File: src/rtl/mem_stage.sv
// RV32I memory stage: aligns dmem requests, owns the MEM/WB register and the
// request/response FSM, and stalls the pipeline while writeback awaits dmem_resp.
module mem_stage #(
    parameter int PASS_W = 256
) (
    input  logic              clk,
    input  logic              rst,
    input  logic              in_valid,
    input  logic [3:0]        in_mem_op,
    input  logic [31:0]       in_addr,
    input  logic [31:0]       in_store_data,
    input  logic [PASS_W-1:0] in_payload,
    output logic              stall,
    output logic [31:0]       dmem_addr,
    output logic [3:0]        dmem_rmask,
    output logic [3:0]        dmem_wmask,
    output logic [31:0]       dmem_wdata,
    input  logic              dmem_resp,
    output logic              out_valid,
    output logic [3:0]        out_mem_op,
    output logic [31:0]       out_addr,
    output logic [3:0]        out_rmask,
    output logic [3:0]        out_wmask,
    output logic [31:0]       out_wdata,
    output logic [PASS_W-1:0] out_payload,
    output logic              out_misalign,
    output logic              out_pending
);

    typedef enum logic {IDLE, WAIT} state_t;

    state_t            state_q, state_d;
    logic              valid_q, valid_d;
    logic              pending_q, pending_d;
    logic              misalign_q, misalign_d;
    logic [3:0]        mem_op_q, mem_op_d;
    logic [31:0]       addr_q, addr_d;
    logic [3:0]        rmask_q, rmask_d;
    logic [3:0]        wmask_q, wmask_d;
    logic [31:0]       wdata_q, wdata_d;
    logic [PASS_W-1:0] payload_q, payload_d;

    logic        is_load, is_store, misaligned, issue, spurious_resp;
    logic [1:0]  size;   // 0 byte, 1 half, 2 word
    logic [3:0]  lane_mask;
    logic [31:0] lane_data;

    always_comb begin
        is_load  = 1'b0;
        is_store = 1'b0;
        size     = 2'd0;
        case (in_mem_op)
            4'd1, 4'd4: begin is_load  = 1'b1; size = 2'd0; end
            4'd2, 4'd5: begin is_load  = 1'b1; size = 2'd1; end
            4'd3:       begin is_load  = 1'b1; size = 2'd2; end
            4'd8:       begin is_store = 1'b1; size = 2'd0; end
            4'd9:       begin is_store = 1'b1; size = 2'd1; end
            4'd10:      begin is_store = 1'b1; size = 2'd2; end
            default:    ;
        endcase
    end

    always_comb begin
        misaligned = 1'b0;
        lane_mask  = 4'b1111;
        lane_data  = in_store_data;
        case (size)
            2'd0: begin
                lane_mask = 4'b0001 << in_addr[1:0];
                lane_data = {24'b0, in_store_data[7:0]} << {in_addr[1:0], 3'b000};
            end
            2'd1: begin
                misaligned = in_addr[0];
                lane_mask  = 4'b0011 << in_addr[1:0];
                lane_data  = {16'b0, in_store_data[15:0]} << {in_addr[1], 4'b0000};
            end
            default: misaligned = |in_addr[1:0];
        endcase
    end

    // Reset gates issue so no mask pulse escapes while rst is low.
    assign stall      = valid_q & pending_q & ~dmem_resp;
    assign issue      = rst & ~stall & in_valid & (is_load | is_store) & ~misaligned;
    assign dmem_addr  = {in_addr[31:2], 2'b00};
    assign dmem_rmask = (issue & is_load)  ? lane_mask : 4'b0000;
    assign dmem_wmask = (issue & is_store) ? lane_mask : 4'b0000;
    assign dmem_wdata = (issue & is_store) ? lane_data : 32'b0;

    always_comb begin
        state_d = state_q;
        case (state_q)
            IDLE:    if (issue) state_d = WAIT;
            WAIT:    if (dmem_resp) state_d = issue ? WAIT : IDLE;
            default: state_d = IDLE;
        endcase
    end

    always_comb begin
        valid_d    = valid_q;
        pending_d  = pending_q;
        misalign_d = misalign_q;
        mem_op_d   = mem_op_q;
        addr_d     = addr_q;
        rmask_d    = rmask_q;
        wmask_d    = wmask_q;
        wdata_d    = wdata_q;
        payload_d  = payload_q;
        if (!stall) begin
            valid_d    = in_valid;
            pending_d  = issue;
            misalign_d = in_valid & (is_load | is_store) & misaligned;
            mem_op_d   = in_mem_op;
            addr_d     = in_addr;
            rmask_d    = dmem_rmask;
            wmask_d    = dmem_wmask;
            wdata_d    = dmem_wdata;
            payload_d  = in_payload;
        end
    end

    always_ff @(posedge clk or negedge rst) begin
        if (!rst) begin
            state_q    <= IDLE;
            valid_q    <= 1'b0;
            pending_q  <= 1'b0;
            misalign_q <= 1'b0;
            mem_op_q   <= 4'b0;
            addr_q     <= 32'b0;
            rmask_q    <= 4'b0;
            wmask_q    <= 4'b0;
            wdata_q    <= 32'b0;
            payload_q  <= '0;
        end else begin
            state_q    <= state_d;
            valid_q    <= valid_d;
            pending_q  <= pending_d;
            misalign_q <= misalign_d;
            mem_op_q   <= mem_op_d;
            addr_q     <= addr_d;
            rmask_q    <= rmask_d;
            wmask_q    <= wmask_d;
            wdata_q    <= wdata_d;
            payload_q  <= payload_d;
        end
    end

    assign out_valid    = valid_q;
    assign out_pending  = pending_q;
    assign out_misalign = misalign_q;
    assign out_mem_op   = mem_op_q;
    assign out_addr     = addr_q;
    assign out_rmask    = rmask_q;
    assign out_wmask    = wmask_q;
    assign out_wdata    = wdata_q;
    assign out_payload  = payload_q;

    // A response with nothing outstanding (e.g. after a reset in WAIT) is ignored.
    assign spurious_resp = dmem_resp & ~pending_q;

    cover property (@(posedge clk) disable iff (!rst) spurious_resp);
    assert property (@(posedge clk) disable iff (!rst) (state_q == WAIT) == pending_q);

endmodule
File: config.mk
export PLATFORM = sky130hd
export DESIGN_NAME = mem_stage
export DESIGN_NICKNAME = d
export VERILOG_FILES = /design/src/rtl/mem_stage.sv
export SDC_FILE = /design/constraint.sdc
export NUM_CORES = 1
export LEC_CHECK = 0
export ABC_AREA = 1
export CAP_MARGIN = 20
export CORE_AREA = 2 2 284 286
export DETAILED_ROUTE_END_ITERATION = 10
export DIE_AREA = 0 0 286 288
export SETUP_SLACK_MARGIN = 0.1
export SKIP_CTS_REPAIR_TIMING = 1
export SLEW_MARGIN = 25
export SYNTH_ARGS = -nofsm -noshare
export SYNTH_HDL_FRONTEND = slang
export SYNTH_SLANG_ARGS = --single-unit
File: constraint.sdc
create_clock -name clk -period 3.3 [get_ports clk]
set_clock_uncertainty 0.1 [all_clocks]
set_input_delay 0.495 -clock clk [delete_from_list [all_inputs] [get_ports clk]]
set_output_delay 0.495 -clock clk [all_outputs]
set_load 0.02 [all_outputs]
## Word-level counts from Yosys, hierarchy flattened

Index checks and enable logic that the tools add are counted.

- Register bits after elaboration: 335
- Input port bits: 328
- Output and inout port bits: 408
- Logic and storage cells: 51

- Eq/ne operators: 9
- Shifts and indexed selects: 4
- Mux-type cells: 9
- Bitwise operators: 14
- Reduce and logical (&&, ||, !) cells: 6

Operators with widths:

| cell | number |
|---|---|
| $pmux 32 s2 | 1 |
| $mux 32 | 1 |
| $shl 16x5->32 | 1 |
| $shl 8x5->32 | 1 |
| $eq 4x4->1 const B | 3 |
| $and 1x1->1 | 10 |
| $eq 4x2->1 const B | 2 |
| $eq 4x3->1 const B | 2 |
| $mux 4 | 2 |
| $pmux 4 s2 | 1 |
| $reduce_or 3->1 | 2 |
| $reduce_or 5->1 | 1 |
| $eq 4x1->1 const B | 1 |
| $pmux 2 s2 | 1 |
| $reduce_or 2->1 | 2 |
| $shl 1x2->4 const A | 1 |
| $shl 2x2->4 const A | 1 |
| $not 1->1 | 3 |
| $eq 2x1->1 const B | 1 |
| $logic_not 2->1 | 1 |
| $mux 1 | 2 |
| $pmux 1 s2 | 1 |
| $or 1x1->1 | 1 |

## Depth between registers and ports, before layout

Gate-level depths: netlist of run 1.

- Word-level depth: 9
- Mapped depth: 11
- Gate-level depth less buffers: 10

## Least setup slack after synthesis of run 1

Ideal clock, no wire load.

- Kind: in2out
- Start point: input port dmem_resp
- End point: output port dmem_wdata[11]
- Arrival time: 1681 ps
- Required time: 2705 ps
- Setup slack: 1024 ps
- Cell stages on the path: 9
- Buffers on the path: 2
- Cell sequence: nand3b_1 buf_2 nand3_1 inv_1 nand2_1 nor3_4 buf_6 nand2_1 inv_1

- Word-level cells in the longest chain between the ends: 9

RTL lines:

| element | RTL line | text |
|---|---|---|
| start, declared | 18 | `input logic dmem_resp,` |
| $not 1->1 | 82 | `assign stall = valid_q & pending_q & ~dmem_resp;` |
| $and 1x1->1 | 82 |  |
| $not 1->1 | 83 | `assign issue = rst & ~stall & in_valid & (is_load \| is_store) & ~misaligned;` |
| $and 1x1->1 (4 in a row) | 83 |  |
| $and 1x1->1 | 87 | `assign dmem_wdata = (issue & is_store) ? lane_data : 32'b0;` |
| $mux 32 | 87 |  |
| end, declared | 17 | `output logic [31:0] dmem_wdata,` |

Every way passes these cells.

## Worst setup path after layout of run 1

- Start point: input port in_mem_op[2]
- End point: output port dmem_wmask[2]

- Word-level cells in the longest chain between the ends: 9
- Elaborated cells on any way between the ends: 25
- Classes of those cells: eq/ne: 9; mux: 6; bitwise: 5; reduce/logical: 5

RTL lines:

| element | RTL line | text |
|---|---|---|
| start, declared | 9 | `input logic [3:0] in_mem_op,` |
| $eq 4x4->1, or another cell as far along | 52 | `case (in_mem_op)` |
| $reduce_or 3->1 (no source line) / $reduce_or 2->1 (equally long branches) | n/a |  |
| $pmux 2 s2 | 52 |  |
| $eq 2x1->1 / $logic_not 2->1 (equally long branches) | 67 | `case (size)` |
| $pmux 1 s2 | 67 |  |
| $not 1->1 | 83 |  |
| $and 1x1->1 | 83 |  |
| $and 1x1->1 | 86 | `assign dmem_wmask = (issue & is_store) ? lane_mask : 4'b0000;` |
| $mux 4 (*) | 86 |  |
| end, declared | 16 | `output logic [3:0] dmem_wmask,` |

Mark *: on every way between the ends. The rest lies on a longest branch, timed or not.

==> metrics.txt, run 1 <==
status=finished clean; Worst-Skew Late Latency=550 ps; RSZ-0062 raised after global routing=true; Adder-Cell Fraction of Synth Area=0%; PD cells=463 nW/um^2; FF+latch count, synth=about 340; Avg Inst Size Synth=8.23 um^2; max_slew headroom=roughly a third; Sw Pwr=around 0.003 W; min-delay src=out_payload[165]$_DFFE_PN0N_; CTS Buf Count=41; placed cell area=between 20000 and 25000 um^2; Initial Utilization=17.1%; clock-pin slew on the worst setup and hold paths=50 ps; Area growth syn-to-layout=75.0%; Post-synth top cells=1048 x nand2_1, 335 x dfrtp_1, 62 x clkbuf_1; via/cell ratio=3.75; cell depth of the worst hold path=2; Seq pwr share=roughly two fifths; multiplexer area fraction after synthesis=0%; clk root buf=clkbuf_16; routability cong.=0.869; CTS tree=yes; setup slack, reg-to-reg=1130 ps; pre-CTS WS=-99.3 ps; fin area=23800 um^2; actual slew at the worst max-slew pin=~1000 ps; FFs w/ async S/R, synth=100%; vias in the first global route=12800; WL/cell=15.4 um; antenna diode count=0; largest family of logic cells by synthesized area=simple AND/OR/NAND/NOR gates; combinational share of power=17.4%; Switching Share=26.7%; largest net degree at the start of global routing=~170; Synth top area share=61.6%; Main synth FF type=dfrtp_1; Final Net Count=approximately 2700; post-DP HPWL=around 40000 um; R2R depth=7; library cells used by synthesis=19; Max Cap Viol=0; IO buf count=between 700 and 800; htree depth=2; row count=104; Synth area leaders=dfrtp_1 62%, nand2_1 29%, buf_4 1.8%; post-synthesis compound-gate area fraction=0.698%; Die ar.=82400 um^2; fmax=323 MHz; first-pass GRT wire length=between 70000 and 80000 um; final WL=about 53000 um; clock sink total=335; clk buf depth=3; Remaining Overflow, GRT=0; Peak supply drop=0.000335 V; Min-Delay Path Class=flip-flop to flip-flop; Clock Power Share=between 40% and 50%; WP data arrival=2500 ps; Ports=736; xor-xnor portion of the synthesized cell area=0%; Final Max Slew Viols=0; via count=between 10000 and 15000; Die X=286 um; final antenna-violating net count=0; fin cells=about 3500; CP Launch Type=primary input; Hold Crit Endpoint=out_payload[165]$_DFFE_PN0N_; Die Y=~290 um; DRC errors left=0; reg-to-reg endpoint=out_payload[16]$_DFFE_PN0N_; number of synthesized flops with an enable pin=0; post-synthesis cell count=~1700; Internal Power=0.00809 W; Design Power=0.0110 W; reg-to-reg startpoint=out_valid$_DFFE_PN0N_; Final min period=3100 ps; DP Cell Count=3402; sequential cell area fraction in the yosys report=between 60 and 70%; core area=~80000 um^2; WS Path Type=primary input to output pin; drt pass-1 iters=5; Setup WS post-layout=around 200 ps; count of final setup violators=0; Final Hold Fails=0; final worst-path cycle share=a little over nine tenths; Detailed Route Iter0 Violations=636; area leader, netlist=dfrtp_1; total leakage power=12.1 nW; post-synthesis simple-gate area fraction=32.2%; CP max FO=4; most common cell in the netlist=nand2_1; total track usage=12.2%; layout cells sized above 1=~6%; Post-Syn Area=13600 um^2; yosys warns=0; CP endpoint kind=output pin; worst path required time=roughly 2700 ps; initial antenna violation count=2
[placed cells by master (no fill, tap or decap), types with 3 or more instances in the layout]
cell type and instances:
dlymetal6s2s_1 39, inv_1 41, nand3_1 43, clkbuf_1 7
clkdlybuf4s50_1 692, buf_12 9, nand4_1 9, clkbuf_16 43
clkbuf_8 7, o21ai_0 19, clkinvlp_4 6, dfrtp_1 335
bufinv_16 3, nand2_1 1048, nor2_1 30, nand2_2 3
buf_4 62, clkinv_2 6
[worst max-delay path by stage]
stage                       from        endpoint  slack (ps)  depth (start not counted)
floorplan              dmem_resp  dmem_wdata[11]        1020                          9
global placement    in_mem_op[2]  dmem_wdata[26]        -100                         14
detailed placement  in_mem_op[2]  dmem_wdata[12]        -100                         13
finish              in_mem_op[2]   dmem_wmask[2]         200                         14
global route        in_mem_op[2]   dmem_wmask[2]          90                         14
CTS                 in_mem_op[2]  dmem_wdata[12]        -110                         13
[state kept, by name (all words and copies together), names as in the netlist]
register	cells
out_misalign	1
out_valid	1
out_payload	256
out_wmask	4
out_wdata	32
out_rmask	4
out_mem_op	4
out_pending	1
out_addr	32
[power by group through the flow]
stage	combinational [W]	clock, W	sequential [W]
2_1_floorplan	0.000388	0	0.00486
6_report	0.00192	0.00462	0.00449
3_5_place_dp	0.00194	0	0.00455
3_3_place_gp	0.00194	0	0.00455
5_1_grt	0.00206	0.00495	0.00451
4_1_cts	0.00195	0.00479	0.00449
[final cells by class]
type / instances / area [um^2]
Clock buffer: 57 / 1200
Clock inverter: 16 / 174
Fill cell: 8428 / 55800
Inverter: 44 / 173
Multi-Input combinational cell: 1160 / 4490
Sequential cell: 335 / 8380
Tap cell: 1060 / 1330
Timing Repair Buffer: 805 / 8090
[logic make-up (layout without fill, tap and decap cells)]
| kind of cell | after synthesis | count (layout) |
|---|---|---|
| simple gates | 1139 | 1139 |
| flops | 335 | 335 |
| buf+inv | 160 | 922 |
| compound gates | 19 | 19 |
| other cells | 1 | 2 |
[critical path, cell delays in order]
cell and delay (ps):
clkdlybuf4s50_1 540, inv_2 60, nand2_2 90, nand2_1 60
nand2_1 90, nand2_1 90, nand2_1 110, nand2_2 100
nor3_4 210, buf_4 150, buf_4 120, nand2_1 80
inv_1 60, dlymetal6s2s_1 240
[routing by layer]
layer  vias to the layer above  part of all wire [%]  GRT usage (%)
met5                         -                 0.024              0
met4                         2                   2.2           3.52
met3                        72                   8.8           3.79
met2                       543                    48           20.5
met1                      5982                    41           14.9
li1                       6427                     -              -
[through the flow]
stage	setup TNS (ps)	utilization (%)	hold slack [ps]
2_1_floorplan	0	-	99.4
4_1_cts	-2300	29.8	-55.8
3_3_place_gp	-1450	28.1	352
3_5_place_dp	-2160	28.1	357
5_1_grt	0	29.9	335
6_report	0	29.9	365
No activity file was read; power rests on OpenSTA's default activity.
==> inputs of run 2 (changes only) <==
--- a/config.mk
+++ b/config.mk
@@ -8,6 +8,7 @@
 export ABC_AREA = 1
 export CAP_MARGIN = 20
 export CORE_AREA = 2 2 284 286
+export CTS_BUF_LIST = sky130_fd_sc_hd__clkbuf_16
 export DETAILED_ROUTE_END_ITERATION = 10
 export DIE_AREA = 0 0 286 288
 export SETUP_SLACK_MARGIN = 0.1
==> run 2 against run 1 <==
Sequential power about the same. Critical endpoint unchanged. Register-to-register slack about the same. Critical path type unchanged. Die area did not move.
==> metrics.txt, run 2 (same netlist as run 1, synthesis figures left out) <==
GR Util met2=20.5%; routability cong.=0.869; first-pass GRT wire length=78000 um; actual slew at the worst max-slew pin=1010 ps; htree depth=2; setup slack, reg-to-reg=1120 ps; total leakage power=approximately 12 nW; drt pass-1 iters=5; fillcell total=8438; CP max stage delay=about 540 ps; area of the multi-input gates=~4500 um^2; FF+latch area=roughly 8400 um^2; clock sink total=335; Final Max Slew Viols=0; PD cells=around 460 nW/um^2; via/cell ratio=3.75; CTS tree=yes; Area growth syn-to-layout=74.5%; R2R depth=7; worst path cell trace=clkdlybuf4s50_1 -> inv_2 -> nand2_2 -> nand2_1 -> nand2_1 -> nand2_1 -> nand2_1 -> nand2_2 -> nor3_4 -> buf_4 -> buf_4 -> nand2_1 -> inv_1 -> dlymetal6s2s_1; Initial Utilization=roughly 17%; met3 GRT Util=roughly 3.8%; Design Power=0.0108 W; Peak supply drop=0.000334 V; antenna diode count=0; Final min period=3100 ps; min-delay src=out_payload[165]$_DFFE_PN0N_; Buf/Inv on CP=6; clk root buf=clkbuf_16; initial antenna violation count=2; worst path required time=2700 ps; slowest CP cell=clkdlybuf4s50_1; Setup WS post-layout=204 ps; final antenna-violating net count=0; final WL=roughly 53000 um; IO buf count=733; max_slew headroom=32.4%; via count=approximately 13000; max reg flops=256; Worst-Skew Late Latency=550 ps; clk buf depth=3; Remaining Overflow, GRT=0; core area=79600 um^2; WP data arrival=approximately 2500 ps; row count=approximately 100; DRC errors left=0; WL/cell=15.4 um; Max Cap Viol=0; CP top delay family=buffers and inverters; Final Hold Fails=0; CP max FO=4; grt peak-use layer=met2; count of final setup violators=0; Hold Crit Endpoint=out_payload[165]$_DFFE_PN0N_; CP Launch Type=primary input; cell depth of the worst hold path=2; Die ar.=82400 um^2; total track usage=12.2%; WS Path Type=primary input to output pin; Ports=about 740; reg-to-reg endpoint=out_payload[16]$_DFFE_PN0N_; final worst-path cycle share=93.8%; Die X=286 um; post-DP HPWL=39800 um; CP most frequent cell=nand2_1; clock-pin slew on the worst setup and hold paths=approximately 50 ps; reg-to-reg startpoint=out_valid$_DFFE_PN0N_; fmax=323 MHz; Die Y=approximately 290 um; commonest non-fill, non-tap cell in the layout=nand2_1; Min-Delay Path Class=flip-flop to flip-flop; CP endpoint kind=output pin; layout cells sized above 1=5.83%; RSZ-0062 raised after global routing=true; met1 capacity usage during global routing=14.8%; Detailed Route Iter0 Violations=620; status=finished clean; largest net degree at the start of global routing=about 170; highest-count cells in the layout ignoring fill and taps=1048 x nand2_1, 692 x clkdlybuf4s50_1, 335 x dfrtp_1; pre-CTS WS=-99.3 ps; Final Net Count=2715; CTS Buf Count=41; vias in the first global route=~13000
run 2: cell types whose count changed in the layout (fill, tap and decap cells not counted):
cell | before | now
clkinv_1 | 0 | 7
clkbuf_1 | 7 | 0
inv_1 | 41 | 48
clkbuf_8 | 7 | 0
run 2: where the power goes:
group / leakage, nW / switching (W) / internal (W) / total (W)
clock: 0.649 / 0.00185 / 0.00259 / 0.00444
combinational: 7.39 / 0.000957 / 0.000961 / 0.00192
sequential: 4.01 / 0.000132 / 0.00435 / 0.00449
run 2: area by class of cell:
class / instances / area share, %
Inverter: 44 / 0.727
Tap cell: 1060 / 5.58
Clock buffer: 43 / 4.53
Clock inverter: 30 / 0.953
Sequential cell: 335 / 35.3
Multi-Input combinational cell: 1160 / 18.9
Timing Repair Buffer: 805 / 34.0
run 2: tightest hold or removal path, delay by kind of cell, from the launching register on:
kind          cells  cell delay, ps
flops             1             340
simple gates      2              90
run 2: stage by stage:
| stage | hold WS [ps] | utilization, % | area, um^2 | std cells | TNS (ps) |
|---|---|---|---|---|---|
| floorplan | 99.4 | - | 13600 | 1655 | 0 |
| global placement | 352 | 28.1 | 22300 | 3402 | -1450 |
| detailed placement | 357 | 28.1 | 22300 | 3402 | -2160 |
| CTS | -55.8 | 29.7 | 23600 | 3475 | -2300 |
| global route | 335 | 29.8 | 23800 | 3477 | 0 |
| finish | 365 | 29.8 | 23800 | 3477 | 0 |
run 2: layer usage:
layer | vias to the layer above | share of wire [%] | wire length [um]
met2 | 535 | 48 | 25600
met3 | 72 | 8.5 | 4570
met1 | 6004 | 41 | 22100
li1 | 6426 | - | -
met5 | - | 0.024 | 13
met4 | 2 | 2.2 | 1200
run 2: how the worst max path moves through the flow:
stage	startpoint	to	depth (start not counted)
after floorplan	dmem_resp	dmem_wdata[11]	9
after CTS	in_mem_op[2]	dmem_wdata[12]	13
after global placement	in_mem_op[2]	dmem_wdata[26]	14
final	in_mem_op[2]	dmem_wmask[2]	14
after detailed placement	in_mem_op[2]	dmem_wdata[12]	13
after global routing	in_mem_op[2]	dmem_wmask[2]	14
